===== src/rtl/alu_pkg.sv =====
// Shared definitions for the multi-cycle execute ALU and the ALU-control decoder.
// Function codes, FSM states, shift kinds and the default datapath width.
package alu_pkg;

    localparam int ALU_DATA_W = 32;

    // Function-code encoding shared with the ALU-control decoder
    localparam logic [5:0] FN_SLL   = 6'h00;
    localparam logic [5:0] FN_SRL   = 6'h02;
    localparam logic [5:0] FN_SRA   = 6'h03;
    localparam logic [5:0] FN_SLLV  = 6'h04;
    localparam logic [5:0] FN_SRLV  = 6'h06;
    localparam logic [5:0] FN_SRAV  = 6'h07;
    localparam logic [5:0] FN_ADD   = 6'h20;
    localparam logic [5:0] FN_ADDU  = 6'h21;
    localparam logic [5:0] FN_SUB   = 6'h22;
    localparam logic [5:0] FN_SUBU  = 6'h23;
    localparam logic [5:0] FN_AND   = 6'h24;
    localparam logic [5:0] FN_OR    = 6'h25;
    localparam logic [5:0] FN_XOR   = 6'h26;
    localparam logic [5:0] FN_NOR   = 6'h27;
    localparam logic [5:0] FN_SLT   = 6'h2A;
    localparam logic [5:0] FN_SLTU  = 6'h2B;
    localparam logic [5:0] FN_LUI   = 6'h3C;
    localparam logic [5:0] FN_ROTR  = 6'h3E;
    localparam logic [5:0] FN_ROTRV = 6'h3F;

    typedef enum logic {
        ST_IDLE,
        ST_SHIFT
    } alu_state_t;

    typedef enum logic [1:0] {
        SK_LEFT,
        SK_SRL,
        SK_SRA,
        SK_ROT
    } shift_kind_t;

    // True for every shift/rotate code (immediate and variable forms alike)
    function automatic logic is_shift_fn(input logic [5:0] fn);
        case (fn)
            FN_SLL, FN_SLLV, FN_SRL, FN_SRLV,
            FN_SRA, FN_SRAV, FN_ROTR, FN_ROTRV: return 1'b1;
            default:                            return 1'b0;
        endcase
    endfunction

    // Direction/fill kind of a shift code; non-shift codes map to SK_LEFT
    function automatic shift_kind_t shift_kind_of(input logic [5:0] fn);
        case (fn)
            FN_SRL, FN_SRLV:   return SK_SRL;
            FN_SRA, FN_SRAV:   return SK_SRA;
            FN_ROTR, FN_ROTRV: return SK_ROT;
            default:           return SK_LEFT;
        endcase
    endfunction

endpackage


===== src/rtl/mc_alu_shifter.sv =====
// Shift/rotate engine for mc_alu.
// Default build: iterative, one bit position per cycle, with its own shift
// register, down-counter and latched op kind.
// With MC_ALU_BARREL_EN defined: purely combinational barrel shifter
// (busy tied low, last tied high, no clock or load needed).
module mc_alu_shifter
    import alu_pkg::*;
#(
    parameter int DATA_W  = ALU_DATA_W,
    parameter int SHAMT_W = $clog2(DATA_W)
) (
`ifndef MC_ALU_BARREL_EN
    input  logic                clk,
    input  logic                srst,
    input  logic                load,
`endif
    input  logic [DATA_W-1:0]   value,
    input  logic [SHAMT_W-1:0]  amt,
    input  shift_kind_t         kind,
    output logic                busy,
    output logic                last,
    output logic [DATA_W-1:0]   out
);

`ifdef MC_ALU_BARREL_EN

    logic [DATA_W-1:0] rot_bits;

    // Rotate right: output bit i comes from bit (i+amt) mod DATA_W; the
    // SHAMT_W-wide sum wraps naturally because DATA_W is a power of two
    genvar gi;
    generate
        for (gi = 0; gi < DATA_W; gi++) begin : g_rot
            assign rot_bits[gi] = value[SHAMT_W'(gi) + amt];
        end
    endgenerate

    // Full-distance shift in one combinational pass
    always_comb begin
        out = value;
        case (kind)
            SK_LEFT: out = value << amt;
            SK_SRL:  out = value >> amt;
            SK_SRA:  out = $signed(value) >>> amt;
            SK_ROT:  out = rot_bits;
            default: out = value;
        endcase
    end

    assign busy = 1'b0;
    assign last = 1'b1;

`else

    logic [DATA_W-1:0]  shreg_reg;
    logic [SHAMT_W-1:0] count_reg;
    shift_kind_t        kind_reg;

    // One bit position of the selected kind
    function automatic logic [DATA_W-1:0] step1(input logic [DATA_W-1:0] v,
                                                input shift_kind_t k);
        case (k)
            SK_LEFT: return {v[DATA_W-2:0], 1'b0};
            SK_SRL:  return {1'b0, v[DATA_W-1:1]};
            SK_SRA:  return {v[DATA_W-1], v[DATA_W-1:1]};
            SK_ROT:  return {v[0], v[DATA_W-1:1]};
            default: return v;
        endcase
    endfunction

    // Load operand/amount/kind, then step once per cycle until the count runs out
    always_ff @(posedge clk) begin
        if (srst) begin
            shreg_reg <= '0;
            count_reg <= '0;
            kind_reg  <= SK_LEFT;
        end else if (load) begin
            shreg_reg <= value;
            count_reg <= amt;
            kind_reg  <= kind;
        end else if (count_reg != '0) begin
            shreg_reg <= step1(shreg_reg, kind_reg);
            count_reg <= count_reg - 1'b1;
        end
    end

    // out is the value after the step in progress, so the final step's result
    // can be captured by the parent on the same edge the counter hits zero
    assign out  = step1(shreg_reg, kind_reg);
    assign busy = (count_reg != '0);
    assign last = (count_reg == SHAMT_W'(1));

`endif

endmodule


===== src/rtl/mc_alu.sv =====
// Multi-cycle execute-stage ALU with start/done handshake.
// Logic/arithmetic/compare/LUI codes complete one cycle after acceptance;
// shifts and rotates use mc_alu_shifter and take amt+1 cycles unless the
// optional macro MC_ALU_BARREL_EN selects the single-cycle barrel shifter.
module mc_alu
    import alu_pkg::*;
#(
    parameter int DATA_W  = ALU_DATA_W,
    parameter int SHAMT_W = $clog2(DATA_W)
) (
    input  logic              i_clk,
    input  logic              i_rst,
    input  logic              i_start,
    input  logic [5:0]        i_aluControl,
    input  logic [DATA_W-1:0] i_op1,
    input  logic [DATA_W-1:0] i_op2,
    output logic              o_busy,
    output logic              o_done,
    output logic [DATA_W-1:0] o_result,
    output logic              o_zero,
    output logic              o_illegal
);

    alu_state_t         state_reg, state_next;
    logic               done_reg, done_next;
    logic [DATA_W-1:0]  result_reg, result_next;
    logic               zero_reg, zero_next;
    logic               illegal_reg, illegal_next;

    logic [DATA_W-1:0]  alu_res;
    logic               alu_ill;
    logic [SHAMT_W-1:0] shamt;
    logic               sh_busy;
    logic               sh_last;
    logic [DATA_W-1:0]  sh_out;
    logic               fin;
    logic [DATA_W-1:0]  fin_val;
    logic               fin_ill;

    assign shamt = i_op1[SHAMT_W-1:0];

    // Single-cycle datapath; shift codes fall through as legal but unused here
    always_comb begin
        alu_res = '0;
        alu_ill = 1'b0;
        case (i_aluControl)
            FN_ADD, FN_ADDU: alu_res = i_op1 + i_op2;
            FN_SUB, FN_SUBU: alu_res = i_op1 - i_op2;
            FN_AND:          alu_res = i_op1 & i_op2;
            FN_OR:           alu_res = i_op1 | i_op2;
            FN_XOR:          alu_res = i_op1 ^ i_op2;
            FN_NOR:          alu_res = ~(i_op1 | i_op2);
            FN_SLT:          alu_res = {{(DATA_W-1){1'b0}}, ($signed(i_op1) < $signed(i_op2))};
            FN_SLTU:         alu_res = {{(DATA_W-1){1'b0}}, (i_op1 < i_op2)};
            FN_LUI:          alu_res = {i_op2[DATA_W/2-1:0], {(DATA_W/2){1'b0}}};
            default:         alu_ill = ~is_shift_fn(i_aluControl);
        endcase
    end

`ifdef MC_ALU_BARREL_EN
    mc_alu_shifter #(
        .DATA_W  (DATA_W),
        .SHAMT_W (SHAMT_W)
    ) u_shifter (
        .value (i_op2),
        .amt   (shamt),
        .kind  (shift_kind_of(i_aluControl)),
        .busy  (sh_busy),
        .last  (sh_last),
        .out   (sh_out)
    );
`else
    logic sh_load;

    mc_alu_shifter #(
        .DATA_W  (DATA_W),
        .SHAMT_W (SHAMT_W)
    ) u_shifter (
        .clk   (i_clk),
        .srst  (i_rst),
        .load  (sh_load),
        .value (i_op2),
        .amt   (shamt),
        .kind  (shift_kind_of(i_aluControl)),
        .busy  (sh_busy),
        .last  (sh_last),
        .out   (sh_out)
    );
`endif

    // Next-state and completion logic: accept in IDLE, finish in IDLE or on the last shift step
    always_comb begin
        state_next   = state_reg;
        done_next    = 1'b0;
        result_next  = result_reg;
        zero_next    = zero_reg;
        illegal_next = illegal_reg;
        fin          = 1'b0;
        fin_val      = '0;
        fin_ill      = 1'b0;
`ifndef MC_ALU_BARREL_EN
        sh_load      = 1'b0;
`endif
        case (state_reg)
            ST_IDLE: begin
                if (i_start) begin
                    if (is_shift_fn(i_aluControl)) begin
`ifdef MC_ALU_BARREL_EN
                        fin     = 1'b1;
                        fin_val = sh_out;
`else
                        if (shamt == '0) begin
                            fin     = 1'b1;
                            fin_val = i_op2;
                        end else begin
                            sh_load    = 1'b1;
                            state_next = ST_SHIFT;
                        end
`endif
                    end else begin
                        fin     = 1'b1;
                        fin_val = alu_res;
                        fin_ill = alu_ill;
                    end
                end
            end
`ifndef MC_ALU_BARREL_EN
            ST_SHIFT: begin
                if (sh_last) begin
                    fin        = 1'b1;
                    fin_val    = sh_out;
                    state_next = ST_IDLE;
                end
            end
`endif
            default: state_next = ST_IDLE;
        endcase
        if (fin) begin
            done_next    = 1'b1;
            result_next  = fin_val;
            zero_next    = (fin_val == '0);
            illegal_next = fin_ill;
        end
    end

    // State and registered outputs
    always_ff @(posedge i_clk) begin
        if (i_rst) begin
            state_reg   <= ST_IDLE;
            done_reg    <= 1'b0;
            result_reg  <= '0;
            zero_reg    <= 1'b0;
            illegal_reg <= 1'b0;
        end else begin
            state_reg   <= state_next;
            done_reg    <= done_next;
            result_reg  <= result_next;
            zero_reg    <= zero_next;
            illegal_reg <= illegal_next;
        end
    end

    assign o_busy    = sh_busy;
    assign o_done    = done_reg;
    assign o_result  = result_reg;
    assign o_zero    = zero_reg;
    assign o_illegal = illegal_reg;

endmodule


===== config.mk =====
export PLATFORM = sky130hd
export DESIGN_NAME = mc_alu
export DESIGN_NICKNAME = d
export VERILOG_FILES = /design/src/rtl/alu_pkg.sv /design/src/rtl/mc_alu_shifter.sv /design/src/rtl/mc_alu.sv
export SDC_FILE = /design/constraint.sdc
export NUM_CORES = 1
export LEC_CHECK = 0
export CAP_MARGIN = 0
export CORE_UTILIZATION = 45
export CTS_BUF_LIST = sky130_fd_sc_hd__clkbuf_16
export DETAILED_ROUTE_END_ITERATION = 8
export DONT_BUFFER_PORTS = 1
export GPL_ROUTABILITY_DRIVEN = 1
export PLACE_DENSITY = 0.58
export RECOVER_POWER = 25
export SYNTH_ARGS = -nofsm -noshare
export SYNTH_HDL_FRONTEND = slang
export SYNTH_SLANG_ARGS = --single-unit

===== constraint.sdc =====
create_clock -name i_clk -period 11.7 [get_ports i_clk]
set_clock_uncertainty 0.15 [all_clocks]
set_input_delay 2.34 -clock i_clk [delete_from_list [all_inputs] [get_ports i_clk]]
set_output_delay 2.34 -clock i_clk [all_outputs]
set_load 0.01 [all_outputs]

==> results of run 1 <==
worst max-delay path, delay by kind of cell:
kind / cells / cell delay [ns]
AO/OA/AOI/OAI: 7 / 2.83
AND/OR/NAND/NOR: 5 / 1.63
kinds of logic after synthesis:
kind of cell	count (synthesis)
AND/OR/NAND/NOR	414
AO/OA/AOI/OAI	489
buffers and inverters	198
XOR/XNOR	57
adder cells (fa/ha/maj)	101
flip-flops	75
multiplexers	48
where the power goes:
group,switching (mW),internal (mW)
clock,0.106,0.162
combinational,0.443,0.273
sequential,0.0619,0.321
total,0.611,0.756
layout by cell type, fill, tap and decap left out, types with 13 or more instances in the layout:
master / instances
nand2b_1: 13
mux2i_1: 47
a31oi_1: 16
buf_4: 16
o31ai_1: 13
xor2_1: 13
a21o_1: 16
nand4_1: 14
inv_1: 98
a211oi_1: 55
xnor2_1: 44
ha_1: 99
nand3_1: 27
o22ai_1: 16
nor2b_1: 16
a22oi_1: 17
nor3_1: 23
o21ai_0: 62
a21oi_1: 168
nand2_1: 101
a221oi_1: 13
nor2_1: 163
dfxtp_1: 75
final cells by class:
class	count	share of cell area (%)
multi-input combinational	1109	74.1
sequential	75	14.8
inverter	98	3.63
tap	275	3.40
clock buffer	9	2.22
timing repair buffer	16	1.19
clock inverter	7	0.593
antenna	1	0.0247
path summary, 6_finish.rpt:
check / to / depth (start not counted) / startpoint / slack, ns
worst min register to register: o_result[24]$_SDFFE_PP0P_ / 2 / o_result[24]$_SDFFE_PP0P_ / 0.34
worst max-delay path: o_zero$_SDFFE_PP0P_ / 12 / i_aluControl[5] / 4.98
worst max register to register: o_zero$_SDFFE_PP0P_ / 12 / u_shifter.kind_reg[0]$_SDFFE_PP0P_ / 6.57
worst min-delay path: o_result[24]$_SDFFE_PP0P_ / 2 / o_result[24]$_SDFFE_PP0P_ / 0.34
through the flow:
| step | hold slack, ns | worst slack (ns) | instances |
|---|---|---|---|
| 3_5_place_dp | 0.338 | 4.78 | 1573 |
| 6_report | 0.344 | 4.98 | 1590 |
| 2_1_floorplan | 0.330 | 5.89 | 1382 |
| 3_3_place_gp | 0.335 | 4.79 | 1573 |
| 5_1_grt | 0.368 | 4.85 | 1589 |
| 4_1_cts | 0.346 | 5.13 | 1589 |
per-layer routing:
layer  vias to the layer above  track usage (%)  part of all wire [%]  routed length [um]
li1                       4878                -                     -                   -
met1                      5020             45.6                    40               16100
met2                       588             56.3                    44               17800
met3                       137             7.93                    10                4060
met4                         0             19.9                   6.1                2470
met5                         -                0                     0                   0
==> impl_metrics.json, run 1 <==
{
  "portBuffers": 0,
  "max_freq_mhz": 149,
  "yosysMostFrequentCell": "a21oi_1",
  "synth_top_area_share_pct": 15.3,
  "ctsLongestPathBuffers": 2,
  "chipHeight_um": 150,
  "grt_first_pass_wirelength_um": 60500,
  "drv_slew": 1,
  "setup_viol": 0,
  "register_area_um2": 1500,
  "seq_area_frac_synth_pct": 15.3,
  "syn-num-nets": 1556,
  "ant_nets": 0,
  "synth_mux_area_share_pct": 4.92,
  "drv_cap": 1,
  "yosys_warnings": 0,
  "outcome": "complete, but fails checks",
  "synth_cell_types": 89,
  "clock-sinks": 75,
  "worst_pin_slew_ns": 1.48,
  "failed_checks": "max-capacitance violations, max-slew violations",
  "drive_gt1_share_pct": 4.72,
  "fin_crit_ns": 6.72,
  "critPathArrivalTime_ns": 6.82,
  "synth_ff_type": "dfxtp_1",
  "row_count": 53,
  "coreArea_um2": 21200,
  "synth-compound-area-share_pct": 33.4,
  "slew_headroom_pct": -0.905,
  "cts_hold_buffers": 0,
  "start_kind": "input port",
  "leakage_nw": 4.28,
  "fp.dieW_um": 150,
  "cts_resized": 0,
  "antenna_found_initial": 0,
  "multi_input_area_um2": 7510,
  "vias_per_cell": 6.68,
  "yosys.area.top_type": "dfxtp_1",
  "nets": 1483,
  "place_area_um2": 9840,
  "crit_chain": "nor3_1 > a22o_1 > a21oi_1 > o21ai_0 > o22ai_1 > o21bai_1 > a21oi_1 > nand4_1 > nor4b_2 > nand4_1 > or4b_1 > o31ai_2",
  "drt_wl_total_um": 40500,
  "utilization_pct": 47.9,
  "place_congestion": 1.03,
  "critical-path-max-stage-delay_ns": 1.15,
  "dp_hpwl_um": 30700,
  "fin_crit_sh_pct": 57.5,
  "tns_ns": 0,
  "power_mw": 1.37,
  "synthSimpleGateAreaFrac_pct": 20.0,
  "grt_max_degree": 93,
  "overflow": 0,
  "avgSynthCellArea_um2": 7.09,
  "final_hold_viol_count": 0,
  "cts_tree": "yes",
  "hold_class": "reg -> reg",
  "synthTopCellsByArea": "dfxtp_1, ha_1, a21oi_1",
  "critical-path-slowest-cell": "a22o_1",
  "end_kind": "flip-flop",
  "async_reset_ff_share_pct": 0,
  "cts_root_buf": "clkbuf_16",
  "synth_top_family_by_area": "compound AO/OA/AOI/OAI gates",
  "path_max_fanout": 28,
  "path_clk_slew_ns": 0.06,
  "rsz0062_at_grt": "no",
  "synth_edf_count": 0,
  "synth-xor-area-share_pct": 5.10,
  "synth_fa_ha_area_share_pct": 13.1,
  "fill_cells": 2207,
  "htree_levels": 3,
  "track_usage_pct": 36.0,
  "syn_area_um2": 9790,
  "syn_to_final_growth_pct": 3.48,
  "vias": 10600,
  "start_util_pct": 46.3,
  "ir_worst_vdd_uv": 117,
  "worstSkewPairLatency_ns": 0.33,
  "synth_seq_cells": 75,
  "final_cell_area_um2": 10100,
  "dieArea_um2": 22400,
  "first_global_vias": 9854,
  "synthCells": 1382,
  "ios": 109,
  "drtIter0Drc": 1192,
  "powerDensity_nw_per_um2": 135,
  "drcViolationCount": 0,
  "wl_per_cell_um": 25.5,
  "cts_made_buffers": 9,
  "postCtsSetupRepairBufs": 0,
  "synthTopCellsByCount": "a21oi_1, nor2_1, nand2_1",
  "firstDrtPassIters": 6,
  "critPathKind": "in -> reg",
  "crit_required_ns": 11.80
}
No activity file was read; power rests on OpenSTA's default activity.
==> inputs of run 2 (changes only) <==
==> constraint.sdc (replaced) <==
create_clock -name i_clk -period 7 [get_ports i_clk]
set_clock_uncertainty 0.15 [all_clocks]
set_input_delay 1.4 -clock i_clk [delete_from_list [all_inputs] [get_ports i_clk]]
set_output_delay 1.4 -clock i_clk [all_outputs]
set_load 0.01 [all_outputs]
==> impl_metrics.json, run 2 (synthesized netlist as in run 1, its figures left out) <==
{
  "drv_cap": 1,
  "register_area_um2": 1500,
  "drtIter0Drc": 1198,
  "grt_max_degree": 93,
  "dpl_worst_slack_ns": 1.02,
  "rsz0062_at_grt": "no",
  "cts_root_buf": "clkbuf_16",
  "syn_to_final_growth_pct": 3.78,
  "num_antenna_cells": 0,
  "ios": 109,
  "start_kind": "input port",
  "crit_required_ns": 7.11,
  "row_count": 53,
  "fin_crit_ns": 5.91,
  "nets": 1484,
  "cts_made_buffers": 9,
  "hold_slack_ns": 0.345,
  "cts_resized": 0,
  "fp.dieW_um": 150,
  "seqPwrFrac_pct": 27.6,
  "powerDensity_nw_per_um2": 228,
  "setup_viol": 0,
  "slew_headroom_pct": -1.81,
  "p_sw_share_pct": 43.9,
  "internal_power_mw": 1.30,
  "overflow": 0,
  "hold_class": "reg -> reg",
  "combPwrFrac_pct": 51.4,
  "fin_crit_sh_pct": 84.4,
  "worstSkewPairLatency_ns": 0.34,
  "first_global_vias": 9900,
  "postCtsSetupRepairBufs": 0,
  "r2r_slack_ns": 1.95,
  "clock-sinks": 75,
  "timing.rr.end": "o_zero$_SDFFE_PP0P_",
  "rr_worst_depth": 12,
  "cts_hold_buffers": 0,
  "vias_per_cell": 6.68,
  "multi_input_area_um2": 7510,
  "cp-startpoint": "i_aluControl[5]",
  "vias": 10600,
  "r2r_start": "u_shifter.kind_reg[1]$_SDFFE_PP0P_",
  "place_congestion": 1.04,
  "critPathKind": "in -> reg",
  "pwr-share-clk_pct": 21.0,
  "start_util_pct": 46.3,
  "critPathArrivalTime_ns": 6.02,
  "failed_checks": "max-capacitance violations, max-slew violations",
  "leakage_nw": 4.30,
  "grt_first_pass_wirelength_um": 60200,
  "end_kind": "flip-flop",
  "fill_cells": 2202,
  "ir_worst_vdd_uv": 204,
  "drcViolationCount": 0,
  "path_max_fanout": 28,
  "cts_tree": "yes",
  "setup_ws_ns": 1.09,
  "dp_hpwl_um": 30600,
  "final_hold_viol_count": 0,
  "drt_wl_total_um": 40400,
  "ant_nets": 0,
  "wl_per_cell_um": 25.4,
  "worst_pin_slew_ns": 1.49,
  "power_mw": 2.32,
  "dieArea_um2": 22400,
  "portBuffers": 0,
  "chipHeight_um": 150,
  "p_switching_mw": 1.02,
  "outcome": "complete, but fails checks",
  "drive_gt1_share_pct": 4.79,
  "antenna_found_initial": 1,
  "drv_slew": 1,
  "tns_ns": 0,
  "coreArea_um2": 21200,
  "worstSetupEndpoint": "o_zero$_SDFFE_PP0P_",
  "track_usage_pct": 35.9,
  "firstDrtPassIters": 6,
  "final_cell_mix": "a21oi_1, nor2_1, nand2_1",
  "htree_levels": 3,
  "layout_commonest_cell": "a21oi_1",
  "path_clk_slew_ns": 0.06,
  "max_freq_mhz": 169,
  "ctsLongestPathBuffers": 2
}
==> run 2: cell types whose count changed in the layout (fill, tap and decap cells not counted), sizes merged <==
| cell | before | now |
|---|---|---|
| buf | 16 | 17 |
| bufinv | 1 | 2 |
| clkinv | 4 | 2 |
| diode | 1 | 0 |
| inv | 99 | 100 |
==> run 2: per-stage QoR <==
| stage | area (um2) | utilization, % | std cells |
|---|---|---|---|
| floorplan | 9790 | - | 1382 |
| global placement | 9850 | 46.6 | 1574 |
| detailed placement | 9850 | 46.6 | 1574 |
| CTS | 10200 | 48.0 | 1590 |
| global route | 10200 | 48.0 | 1590 |
| finish | 10200 | 48.0 | 1590 |
==> run 2: critical path: stages <==
cell      delay [ns]
nor3_1          0.42
a22o_1          1.18
a21oi_1         0.69
o21ai_0         0.34
o22ai_1         0.14
o21bai_1        0.21
a21oi_1         0.23
nand4_1         0.22
nor4b_2         0.32
nand4_1         0.14
or4b_1          0.55
o31ai_2         0.18
==> run 2: per-layer routing <==
layer | vias up | global-route usage [%] | part of all wire [%]
met1 | 4987 | 44.9 | 39
met5 | - | 0 | 0.025
met3 | 129 | 9.15 | 10
met4 | 2 | 19.6 | 5.7
met2 | 625 | 56.1 | 44
li1 | 4873 | - | -
==> run 2: power groups by stage <==
stage               clock network (mW)  logic (mW)  registers (mW)
floorplan                            0       0.924           0.613
global route                     0.508        1.30           0.652
global placement                     0        1.16           0.645
detailed placement                   0        1.16           0.646
CTS                              0.493        1.17           0.637
finish                           0.486        1.19           0.640
==> run 2: worst min-delay path by stage <==
stage                               from                   endpoint  slack, ns  cells past startpoint
6_report       o_result[15]$_SDFFE_PP0P_  o_result[15]$_SDFFE_PP0P_       0.35                      2
5_1_grt        o_result[23]$_SDFFE_PP0P_  o_result[23]$_SDFFE_PP0P_       0.36                      2
4_1_cts        o_result[15]$_SDFFE_PP0P_  o_result[15]$_SDFFE_PP0P_       0.35                      2
3_3_place_gp   o_result[13]$_SDFFE_PP0P_  o_result[13]$_SDFFE_PP0P_       0.34                      2
2_1_floorplan       state_reg$_SDFF_PP0_       state_reg$_SDFF_PP0_       0.33                      2
3_5_place_dp   o_result[19]$_SDFFE_PP0P_  o_result[19]$_SDFFE_PP0P_       0.34                      2
==> run 2: final cells by class <==
type | instances | area share [%]
clock buffers | 9 | 2.22
repair buffers | 17 | 1.26
well taps | 275 | 3.39
inverters | 98 | 3.62
clock inverters | 7 | 0.837
multi-input cells | 1109 | 73.9
flip-flops and latches | 75 | 14.8
